<file path="src/rtl/uart_pkg.sv">
// uart_pkg: shared types and constants for the UART AXI4-Lite front-end.
// Holds the bus response encoding, the register offsets, the STATUS/CTRL
// bit positions and the state types of the write and read FSMs.
package uart_pkg;

    // AXI response codes used by this block
    typedef enum logic [1:0] {
        OKAY   = 2'b00,
        SLVERR = 2'b10,
        DECERR = 2'b11
    } resp_t;

    // Register offsets relative to BASE_ADDR
    localparam logic [3:0] DATA_OFS   = 4'h0;
    localparam logic [3:0] STATUS_OFS = 4'h4;
    localparam logic [3:0] CTRL_OFS   = 4'h8;

    // STATUS bit positions
    localparam int ST_TX_READY = 0;
    localparam int ST_RX_VALID = 1;
    localparam int ST_TX_OVF   = 2;
    localparam int ST_RX_OVF   = 3;
    localparam int ST_RX_UDF   = 4;

    // CTRL bit positions (interrupt enables)
    localparam int CTRL_RX_IE  = 0;
    localparam int CTRL_TX_IE  = 1;
    localparam int CTRL_ERR_IE = 2;
    localparam int CTRL_W      = 3;

    typedef enum logic [1:0] {
        W_IDLE,
        W_PUSH,
        W_RESP
    } wr_state_t;

    typedef enum logic [1:0] {
        R_IDLE,
        R_POP,
        R_RESP
    } rd_state_t;

    // Result of decoding a bus address against the register map
    typedef enum logic [1:0] {
        SEL_DATA,
        SEL_STATUS,
        SEL_CTRL,
        SEL_BAD
    } reg_sel_t;

endpackage

</file>
<file path="src/rtl/uart_status_reg.sv">
// uart_status_reg: sticky error flags and STATUS word assembly.
// Flags are set by single-cycle pulses and cleared by a STATUS read; a set
// arriving in the same cycle as the clear is kept.
module uart_status_reg
    import uart_pkg::*;
#(
    parameter int DLEN = 32
) (
    input  logic            clk,
    input  logic            rstn,
    input  logic            tx_ovf_set,
    input  logic            rx_ovf_set,
    input  logic            rx_udf_set,
    input  logic            clear,
    input  logic            tx_ready,
    input  logic            rx_valid,
    output logic [DLEN-1:0] status
);

    logic tx_ovf;
    logic rx_ovf;
    logic rx_udf;

    // Sticky flags: clear first, then OR in the set so a coincident set wins
    // NOTE: state is updated with <= so every flop samples pre-edge values;
    // blocking assignments here would make results depend on statement order.
    always_ff @(posedge clk or negedge rstn) begin
        if (!rstn) begin
            tx_ovf <= 1'b0;
            rx_ovf <= 1'b0;
            rx_udf <= 1'b0;
        end else begin
            tx_ovf <= (tx_ovf & ~clear) | tx_ovf_set;
            rx_ovf <= (rx_ovf & ~clear) | rx_ovf_set;
            rx_udf <= (rx_udf & ~clear) | rx_udf_set;
        end
    end

    // STATUS word: live stream flags plus the sticky bits, all others zero
    // NOTE: the whole word gets a default first so no bit can infer a latch.
    always_comb begin
        status              = '0;
        status[ST_TX_READY] = tx_ready;
        status[ST_RX_VALID] = rx_valid;
        status[ST_TX_OVF]   = tx_ovf;
        status[ST_RX_OVF]   = rx_ovf;
        status[ST_RX_UDF]   = rx_udf;
    end

endmodule

</file>
<file path="src/rtl/uart_axil_ctrl.sv">
// uart_axil_ctrl: AXI4-Lite register front-end for the UART TX/RX buffers.
// Map at BASE_ADDR: 0x0 DATA (write pushes TX, read pops RX), 0x4 STATUS,
// 0x8 CTRL. Independent write and read FSMs; all AXI outputs are registered
// state, so no AXI input reaches an AXI output combinationally.
// Optional feature macro: UART_CTRL_IRQ_EN adds the CTRL register and o_irq.
module uart_axil_ctrl
    import uart_pkg::*;
#(
    parameter int                  AXI_ALEN  = 32,
    parameter int                  AXI_DLEN  = 32,
    parameter int                  AXI_SLEN  = AXI_DLEN / 8,
    parameter int                  UART_DLEN = 8,
    parameter logic [AXI_ALEN-1:0] BASE_ADDR = '0
) (
    input  logic                 clk,
    input  logic                 rstn,
    input  logic                 i_axi_awvalid,
    output logic                 o_axi_awready,
    input  logic [AXI_ALEN-1:0]  i_axi_awaddr,
    input  logic                 i_axi_wvalid,
    output logic                 o_axi_wready,
    input  logic [AXI_DLEN-1:0]  i_axi_wdata,
    input  logic [AXI_SLEN-1:0]  i_axi_wstrb,
    output logic                 o_axi_bvalid,
    input  logic                 i_axi_bready,
    output logic [1:0]           o_axi_bresp,
    input  logic                 i_axi_arvalid,
    output logic                 o_axi_arready,
    input  logic [AXI_ALEN-1:0]  i_axi_araddr,
    output logic                 o_axi_rvalid,
    input  logic                 i_axi_rready,
    output logic [AXI_DLEN-1:0]  o_axi_rdata,
    output logic [1:0]           o_axi_rresp,
    output logic                 o_txb_tvalid,
    input  logic                 i_txb_tready,
    output logic [UART_DLEN-1:0] o_txb_tdata,
    input  logic                 i_txb_overflow,
    input  logic                 i_rxb_tvalid,
    output logic                 o_rxb_tready,
    input  logic [UART_DLEN-1:0] i_rxb_tdata,
    input  logic                 i_rxb_overflow,
    input  logic                 i_rxb_underflow
`ifdef UART_CTRL_IRQ_EN
    ,
    output logic                 o_irq
`endif
);

    // Map a bus address onto a register; anything off the exact offsets is bad
    function automatic reg_sel_t decode(input logic [AXI_ALEN-1:0] addr);
        logic [AXI_ALEN-1:0] ofs;
        ofs = addr - BASE_ADDR;
        if (ofs[AXI_ALEN-1:4] != '0) return SEL_BAD;
        case (ofs[3:0])
            DATA_OFS:   return SEL_DATA;
            STATUS_OFS: return SEL_STATUS;
`ifdef UART_CTRL_IRQ_EN
            CTRL_OFS:   return SEL_CTRL;
`endif
            default:    return SEL_BAD;
        endcase
    endfunction

    // Wide bus inputs of which only the low bits are used by the registers
    logic unused_bits;
    assign unused_bits = ^{i_axi_wdata, i_axi_wstrb};

    // Keeps every ready low while in reset and for the first cycle after it
    logic bus_en;

    // Held-flag register: goes high once after reset release
    always_ff @(posedge clk or negedge rstn) begin
        if (!rstn) bus_en <= 1'b0;
        else       bus_en <= 1'b1;
    end

    // ---------------------------------------------------------------- write
    wr_state_t            w_state;
    wr_state_t            w_next;
    logic                 aw_held;
    logic                 w_held;
    logic [AXI_ALEN-1:0]  aw_addr;
    logic [UART_DLEN-1:0] w_data;
    logic                 w_strb0;
    resp_t                b_resp;
    resp_t                w_resp_dec;
    logic                 aw_hs;
    logic                 w_hs;
    logic                 w_go;
    logic [AXI_ALEN-1:0]  cur_addr;
    logic [UART_DLEN-1:0] cur_data;
    logic                 cur_strb0;
    reg_sel_t             w_sel;

    assign aw_hs     = i_axi_awvalid & o_axi_awready;
    assign w_hs      = i_axi_wvalid & o_axi_wready;
    assign cur_addr  = aw_held ? aw_addr : i_axi_awaddr;
    assign cur_data  = w_held ? w_data : i_axi_wdata[UART_DLEN-1:0];
    assign cur_strb0 = w_held ? w_strb0 : i_axi_wstrb[0];
    assign w_go      = (w_state == W_IDLE) & (aw_held | aw_hs) & (w_held | w_hs);
    assign w_sel     = decode(cur_addr);

    // Write response implied by the decoded target
    always_comb begin
        w_resp_dec = DECERR;
        case (w_sel)
            SEL_DATA:   w_resp_dec = cur_strb0 ? OKAY : SLVERR;
            SEL_STATUS: w_resp_dec = SLVERR;
            SEL_CTRL:   w_resp_dec = cur_strb0 ? OKAY : SLVERR;
            default:    w_resp_dec = DECERR;
        endcase
    end

    // Write FSM state register
    always_ff @(posedge clk or negedge rstn) begin
        if (!rstn) w_state <= W_IDLE;
        else       w_state <= w_next;
    end

    // Write FSM next state: decode as soon as both AW and W are in hand
    always_comb begin
        w_next = w_state;
        case (w_state)
            W_IDLE:  if (w_go) w_next = (w_sel == SEL_DATA && cur_strb0) ? W_PUSH : W_RESP;
            W_PUSH:  if (i_txb_tready) w_next = W_RESP;
            W_RESP:  if (i_axi_bready) w_next = W_IDLE;
            default: w_next = W_IDLE;
        endcase
    end

    // Capture AW/W independently; drop the held flags once decoded
    always_ff @(posedge clk or negedge rstn) begin
        if (!rstn) begin
            aw_held <= 1'b0;
            w_held  <= 1'b0;
            aw_addr <= '0;
            w_data  <= '0;
            w_strb0 <= 1'b0;
            b_resp  <= OKAY;
        end else begin
            if (aw_hs) aw_addr <= i_axi_awaddr;
            if (w_hs) begin
                w_data  <= i_axi_wdata[UART_DLEN-1:0];
                w_strb0 <= i_axi_wstrb[0];
            end
            if (w_go) begin
                aw_held <= 1'b0;
                w_held  <= 1'b0;
                b_resp  <= w_resp_dec;
            end else begin
                if (aw_hs) aw_held <= 1'b1;
                if (w_hs)  w_held  <= 1'b1;
            end
        end
    end

    // Write FSM outputs
    always_comb begin
        o_axi_awready = bus_en & (w_state == W_IDLE) & ~aw_held;
        o_axi_wready  = bus_en & (w_state == W_IDLE) & ~w_held;
        o_axi_bvalid  = (w_state == W_RESP);
        o_axi_bresp   = b_resp;
        o_txb_tvalid  = (w_state == W_PUSH);
        o_txb_tdata   = w_data;
    end

    // ----------------------------------------------------------------- read
    rd_state_t           r_state;
    rd_state_t           r_next;
    logic [AXI_DLEN-1:0] r_data;
    resp_t               r_resp;
    logic                ar_hs;
    reg_sel_t            r_sel;
    logic [AXI_DLEN-1:0] rx_word;
    logic [AXI_DLEN-1:0] status_word;
    logic                pop_udf;
    logic                status_clr;

    assign ar_hs      = i_axi_arvalid & o_axi_arready;
    assign r_sel      = decode(i_axi_araddr);
    assign pop_udf    = (r_state == R_POP) & ~i_rxb_tvalid;
    assign status_clr = ar_hs & (r_sel == SEL_STATUS);

    // Zero-extend the RX character to the bus width
    always_comb begin
        rx_word                = '0;
        rx_word[UART_DLEN-1:0] = i_rxb_tdata;
    end

`ifdef UART_CTRL_IRQ_EN
    logic [CTRL_W-1:0]   ctrl;
    logic [AXI_DLEN-1:0] ctrl_word;

    always_comb begin
        ctrl_word             = '0;
        ctrl_word[CTRL_W-1:0] = ctrl;
    end

    // CTRL register: written by a decoded CTRL write with wstrb[0]
    always_ff @(posedge clk or negedge rstn) begin
        if (!rstn)                                   ctrl <= '0;
        else if (w_go && w_sel == SEL_CTRL && cur_strb0) ctrl <= cur_data[CTRL_W-1:0];
    end

    // Registered interrupt level
    always_ff @(posedge clk or negedge rstn) begin
        if (!rstn) o_irq <= 1'b0;
        else       o_irq <= (ctrl[CTRL_RX_IE]  & i_rxb_tvalid)
                          | (ctrl[CTRL_TX_IE]  & i_txb_tready)
                          | (ctrl[CTRL_ERR_IE] & (|status_word[ST_RX_UDF:ST_TX_OVF]));
    end
`endif

    uart_status_reg #(
        .DLEN (AXI_DLEN)
    ) u_status (
        .clk        (clk),
        .rstn       (rstn),
        .tx_ovf_set (i_txb_overflow),
        .rx_ovf_set (i_rxb_overflow),
        .rx_udf_set (i_rxb_underflow | pop_udf),
        .clear      (status_clr),
        .tx_ready   (i_txb_tready),
        .rx_valid   (i_rxb_tvalid),
        .status     (status_word)
    );

    // Read FSM state register
    always_ff @(posedge clk or negedge rstn) begin
        if (!rstn) r_state <= R_IDLE;
        else       r_state <= r_next;
    end

    // Read FSM next state: DATA reads detour through the one-cycle pop
    always_comb begin
        r_next = r_state;
        case (r_state)
            R_IDLE:  if (ar_hs) r_next = (r_sel == SEL_DATA) ? R_POP : R_RESP;
            R_POP:   r_next = R_RESP;
            R_RESP:  if (i_axi_rready) r_next = R_IDLE;
            default: r_next = R_IDLE;
        endcase
    end

    // Read data/response capture; STATUS is sampled before its sticky clear
    always_ff @(posedge clk or negedge rstn) begin
        if (!rstn) begin
            r_data <= '0;
            r_resp <= OKAY;
        end else if (ar_hs) begin
            case (r_sel)
                SEL_STATUS: begin
                    r_data <= status_word;
                    r_resp <= OKAY;
                end
`ifdef UART_CTRL_IRQ_EN
                SEL_CTRL: begin
                    r_data <= ctrl_word;
                    r_resp <= OKAY;
                end
`endif
                SEL_DATA: begin
                    r_data <= '0;
                    r_resp <= OKAY;
                end
                default: begin
                    r_data <= '0;
                    r_resp <= DECERR;
                end
            endcase
        end else if (r_state == R_POP) begin
            if (i_rxb_tvalid) begin
                r_data <= rx_word;
                r_resp <= OKAY;
            end else begin
                r_data <= '0;
                r_resp <= SLVERR;
            end
        end
    end

    // Read FSM outputs
    always_comb begin
        o_axi_arready = bus_en & (r_state == R_IDLE);
        o_axi_rvalid  = (r_state == R_RESP);
        o_axi_rdata   = r_data;
        o_axi_rresp   = r_resp;
        o_rxb_tready  = (r_state == R_POP);
    end

endmodule
</file>
<file path="config.mk">
export PLATFORM = sky130hd
export DESIGN_NAME = uart_axil_ctrl
export DESIGN_NICKNAME = d
export VERILOG_FILES = /design/src/rtl/uart_pkg.sv /design/src/rtl/uart_status_reg.sv /design/src/rtl/uart_axil_ctrl.sv
export SDC_FILE = /design/constraint.sdc
export NUM_CORES = 1
export LEC_CHECK = 0
export CORE_MARGIN = 8
export CORE_UTILIZATION = 38
export DETAILED_ROUTE_END_ITERATION = 8
export PLACE_DENSITY = 0.82
export SKIP_CTS_REPAIR_TIMING = 1
export SLEW_MARGIN = 25
export SYNTH_ARGS = -nofsm -noshare
export SYNTH_HDL_FRONTEND = slang
export SYNTH_SLANG_ARGS = --single-unit
</file>
<file path="constraint.sdc">
create_clock -name clk -period 1.7 [get_ports clk]
set_input_delay 0.34 -clock clk [delete_from_list [all_inputs] [get_ports clk]]
set_output_delay 0.34 -clock clk [all_outputs]
set_load 0.005 [all_outputs]
</file>
; Yosys cells after proc, flatten, opt, wreduce, memory -nomap -nowiden
; Index checks and enable logic that the tools add are counted.
[classes]
eq_ne = 14
muxes = 33
bitwise = 24
n_reduce_logical = 16
[ops]
columns = cell, n
row1 = 32-bit two-way mux, 3
row2 = 28-bit nonzero test, 2
row3 = 2-bit two-way mux, 16
row4 = 1-bit AND, 14
row5 = 2-bit one-hot mux with 2 select lines, 3
row6 = 2-bit one-hot mux with 3 select lines, 2
row7 = 2-bit by 1-bit equality test with 1-bit output (second input constant), 4
row8 = 4-bit by 3-bit equality test with 1-bit output (second input constant), 2
row9 = 2-bit logical NOT, 4
row10 = 4-bit logical NOT, 2
row11 = 8-bit two-way mux, 1
row12 = 1-bit two-way mux, 7
row13 = 2-bit equality test (second input constant), 3
row14 = 2-bit by 1-bit inequality test with 1-bit output (second input constant), 3
row15 = 1-bit OR, 6
row16 = 2-bit nonzero test, 3
row17 = 5-bit two-way mux, 1
row18 = 2-bit inequality test (second input constant), 2
row19 = 1-bit NOT, 4
row20 = 2-bit OR reduction, 2
row21 = 3-bit AND reduction, 1
row22 = 2-bit AND reduction, 1
row23 = 1-bit logical AND, 1
[totals]
register_bits = 87
in_bits = 120

; Logic depth before layout (Yosys ltp)
; Gate-level depths: netlist (run 1).
[depth]
ltp_word = 9
mapped_depth = 5
ltp_nobuf = 5

; Cells and area by module
; From an unflattened synthesis (run 1), not the netlist that was laid out.
[unflattened]
cells_unflattened = 325
hier_area_um2 = 4067.7
[modules_own_cells]
columns = module, n_inst, cells_each, area_per_inst_um2
row1 = uart_axil_ctrl, 1, 285, 3722.3
row2 = uart_status_reg, 1, 40, 345.3

; Worst setup path before layout (run 1)
; OpenSTA, ideal clock, no wires.
[synth_timing]
path_kind = reg-to-reg
from = reg w_state[0]
to = reg w_data[0] (netlist: o_txb_tdata[0])
arrival_ns = 1.453
setup_slack_ns = 0.122
stages_incl_launch_ff = 5
n_path_buf = 0
synth_period_minus_slack_ns = 1.578
path_cell_list = dfrtp_1 > or3b_4 > nor2_1 > nand2_2 > mux2_2
[synth_via]
elab_chain_len = 4
[synth_lines]
columns = element, line_no
row1 = from (decl), uart_axil_ctrl.sv:78  ; wr_state_t w_state;
row2 = from (signal assigned), uart_axil_ctrl.sv:117  ; else w_state <= w_next;
row3 = 2-bit logical NOT, uart_axil_ctrl.sv:160  ; o_axi_wready = bus_en & (w_state == W_IDLE) & ~w_held;
row4 = 1-bit AND (2 in a row), uart_axil_ctrl.sv:160
row5 = net o_axi_wready, uart_axil_ctrl.sv:21  ; output logic o_axi_wready,
row6 = 1-bit AND, uart_axil_ctrl.sv:96  ; assign w_hs = i_axi_wvalid & o_axi_wready;
row7 = to (signal assigned), uart_axil_ctrl.sv:143  ; w_data <= i_axi_wdata[UART_DLEN-1:0];
row8 = to (decl), uart_axil_ctrl.sv:83  ; logic [UART_DLEN-1:0] w_data;
; The timed path passes the listed nets, and every way through them passes these cells.
; A chain may end at the register's enable or synchronous reset.

; Worst setup path in the final report (run 1)
[layout_timing]
from = reg w_state[0]
to = out o_axi_awready
[layout_via]
elab_chain_len = 3
[layout_lines]
columns = element, line_no
row1 = 2-bit logical NOT, uart_axil_ctrl.sv:159  ; o_axi_awready = bus_en & (w_state == W_IDLE) & ~aw_held;
row2 = 1-bit AND (2 in a row), uart_axil_ctrl.sv:159
row3 = to (decl), uart_axil_ctrl.sv:18  ; output logic o_axi_awready,
; No other way between the ends.

==> metrics.cfg, run 1 <==
[pwr]
leakage_nw = 2.04
ir_drop_uv = 848
p_per_area_nw_per_um2 = 1210

[clock_tree]
htree_num_levels = 3
cts_tree = done
clk_pin_slew_ns = 0.07
clock_sinks = 63
clockRootBuffer = clkbuf_8
cts_buffer_depth = 2
cts_made_buffers = 9
clk_latency_ns = 0.34

[cells_and_area]
drive_above_1_share_pct = 24.3
final_common_cell = clkdlybuf4s50_1
fin_area_um2 = 4680
finalNetCount = 522
layout_common_cells = 111 x clkdlybuf4s50_1, 63 x dfrtp_1, 42 x mux2_2, 25 x conb_1, 23 x buf_4
syn2layout_area_growth_pct = 56.5
n_fill_cell = 651
diodes = 0

[timing]
grt_setup_unrepaired = yes
period_minus_slack_ns = 1.75
tightest_slew_ns = 0.530
layout_setup_ws_ns = -0.0550
setup_viol = 3
period_share_pct = 103
fin_hold_ws_ns = 0.498
slew-limit-headroom_pct = 64.7
finalClockSkew_ns = 0.00878
fmax_mhz = 570
fin_setup_tns_ns = -0.100
hold_viol_final = 0
finalMaxSlewViolations = 0

[routing]
drtPass1Iterations = 4
wl_mm = 8.10
drtIter0Drc = 34
drc = 0
vias_per_cell = 4.98
wl_per_cell_um = 15.9
antenna_left = 0
vias = 2534

[grt]
grt_start_max_net_pins = 34
grt_pass1_vias = 2826
grt_usage_pct = 14.9
grt_overflow = 0
grt_antenna_before_repair = 0
grt_pass1_wl_mm = 13.2

[worst_setup_path]
crit_required_ns = 1.36
critPathBufInv = 1
worstSetupEndpointType = output pin
path_class = reg2out
crit_fanout = 3
critPathTopFamily = simple AND/OR/NAND/NOR gates
cp_slowest_cell = or3b_4
crit_arrival_ns = 1.41
max_stage_delay_ns = 0.43
start_kind = flip-flop
worstPathCellList = or3b_4 -> nor2_4 -> buf_2

[synth]
synth_top_area_share_pct = 52.7
synth.ff_latch_count = 63
syn_avg_cell_area_um2 = 11.9
syn_area_um2 = 2990
yosysUniqueCellTypes = 39
yosys_warnings = 0
yosysSeqAreaShare_pct = 52.7
syn_inst = 252
synth_top_area_cell = dfrtp_1
async_flop_share_pct = 100
synth_edf_count = 0
synthTopCellsByArea = dfrtp_1 53%, mux2_2 16%, buf_4 6.0%
synthFlopType = dfrtp_1

[floorplan]
std_cell_rows = 32
start_util_pct = 38.9
core_area_um2 = 7690
io-pin-count = 171
die_w_um = 105
die_y_um = 105
fp.dieArea_um2 = 11000

[placed_design]
placed_cell_area_um2 = 4350
portBuffers = 119
place_congestion = 0.801
dp_hpwl_mm = 6.41
place_ws_ns = -0.277

[outcome]
violations = negative setup slack
outcome = finished with violations

[run]
drv_cap = 0

[hold_path]
hp-class = reg2reg

## cells by family (layout without fill, tap and decap cells)
| logic type | count (synthesis) | in the layout | share of synthesized area [%] |
|---|---|---|---|
| AO/OA/AOI/OAI | 28 | 28 | 6.82 |
| buffers and inverters | 37 | 169 | 8.41 |
| flip-flops | 63 | 63 | 52.7 |
| multiplexers | 43 | 43 | 16.2 |
| other | 2 | 25 | 0.251 |
| AND/OR/NAND/NOR | 79 | 79 | 15.6 |
## layer usage
layer  track usage (%)  vias up  wire length [um]
met5                 0        -                 0
met4              6.73        0               193
met3              6.33       13               632
met2              25.5       99              4140
met1              15.7     1240              3130
li1                  -     1182                 -
## per-stage QoR
| step | utilization, % | total power [mW] | instances |
|---|---|---|---|
| final | 60.8 | 5.66 | 509 |
| after global routing | 60.8 | 6.01 | 509 |
| after CTS | 59.8 | 5.73 | 504 |
| after detailed placement | 56.6 | 4.11 | 488 |
| after global placement | 56.6 | 4.02 | 488 |
| after floorplan | - | 3.29 | 275 |
## worst min-delay path, stage by stage, from the launching register on
cell and delay [ns]:
dfrtp_1 0.35, nand2_1 0.05, o21ai_0 0.06
## cell usage after synthesis, drive strengths merged (3+ instances only)
library cell / number
nand3: 7
nand2: 13
o21ai: 5
a21oi: 9
o22a: 4
dfrtp: 63
inv: 8
nor2: 11
nor4: 25
nor3: 3
buf: 27
mux2: 42
nand4: 6
## registers in the layout, summed over array words and instances, names as in the netlist, 2 cells and up
register	flops
aw_addr	32
o_axi_rdata	8
o_txb_tdata	8
o_axi_bresp	2
o_axi_rresp	2
r_state	2
w_state	2
## area by class of cell
type / count / area (um^2) / area share [%]
clock buffers: 11 / 141 / 3.02
clock inverters: 5 / 105 / 2.25
inverters: 8 / 30.0 / 0.642
multi-input cells: 175 / 1280 / 27.5
flip-flops and latches: 63 / 1580 / 33.7
well taps: 102 / 128 / 2.73
repair buffers: 145 / 1410 / 30.2
## final timing paths
check	from	endpoint	slack, ns	cells after the start
min in group asynchronous	rstn	aw_addr[21]	0.52	2
min reg2reg	o_axi_rresp[0]	o_axi_rresp[0]	0.50	2
max in group asynchronous	rstn	aw_addr[0]	0.67	3
max	w_state[0]	o_axi_awready	-0.05	3
max reg2reg	w_state[0]	aw_addr[19]	0	4
min	o_axi_rresp[0]	o_axi_rresp[0]	0.50	2
## power by group
group,internal [mW],switching (mW),total (mW),leakage [nW]
Clock,1.01,0.590,1.60,0.116
Sequential,2.07,0.318,2.39,0.744
Combinational,1.09,0.582,1.67,1.18
Total,4.17,1.49,5.66,2.04
Power figures use the tool's default switching activity.
==> run 2, diff against run 1 <==
--- a/config.mk
+++ b/config.mk
@@ -7,6 +7,7 @@
 export LEC_CHECK = 0
 export CORE_MARGIN = 8
 export CORE_UTILIZATION = 38
+export CTS_CLUSTER_SIZE = 20
 export DETAILED_ROUTE_END_ITERATION = 8
 export PLACE_DENSITY = 0.82
 export SKIP_CTS_REPAIR_TIMING = 1
==> results of run 2 <==
No change in the layout: final DEF, timing and power equal those of run 1.
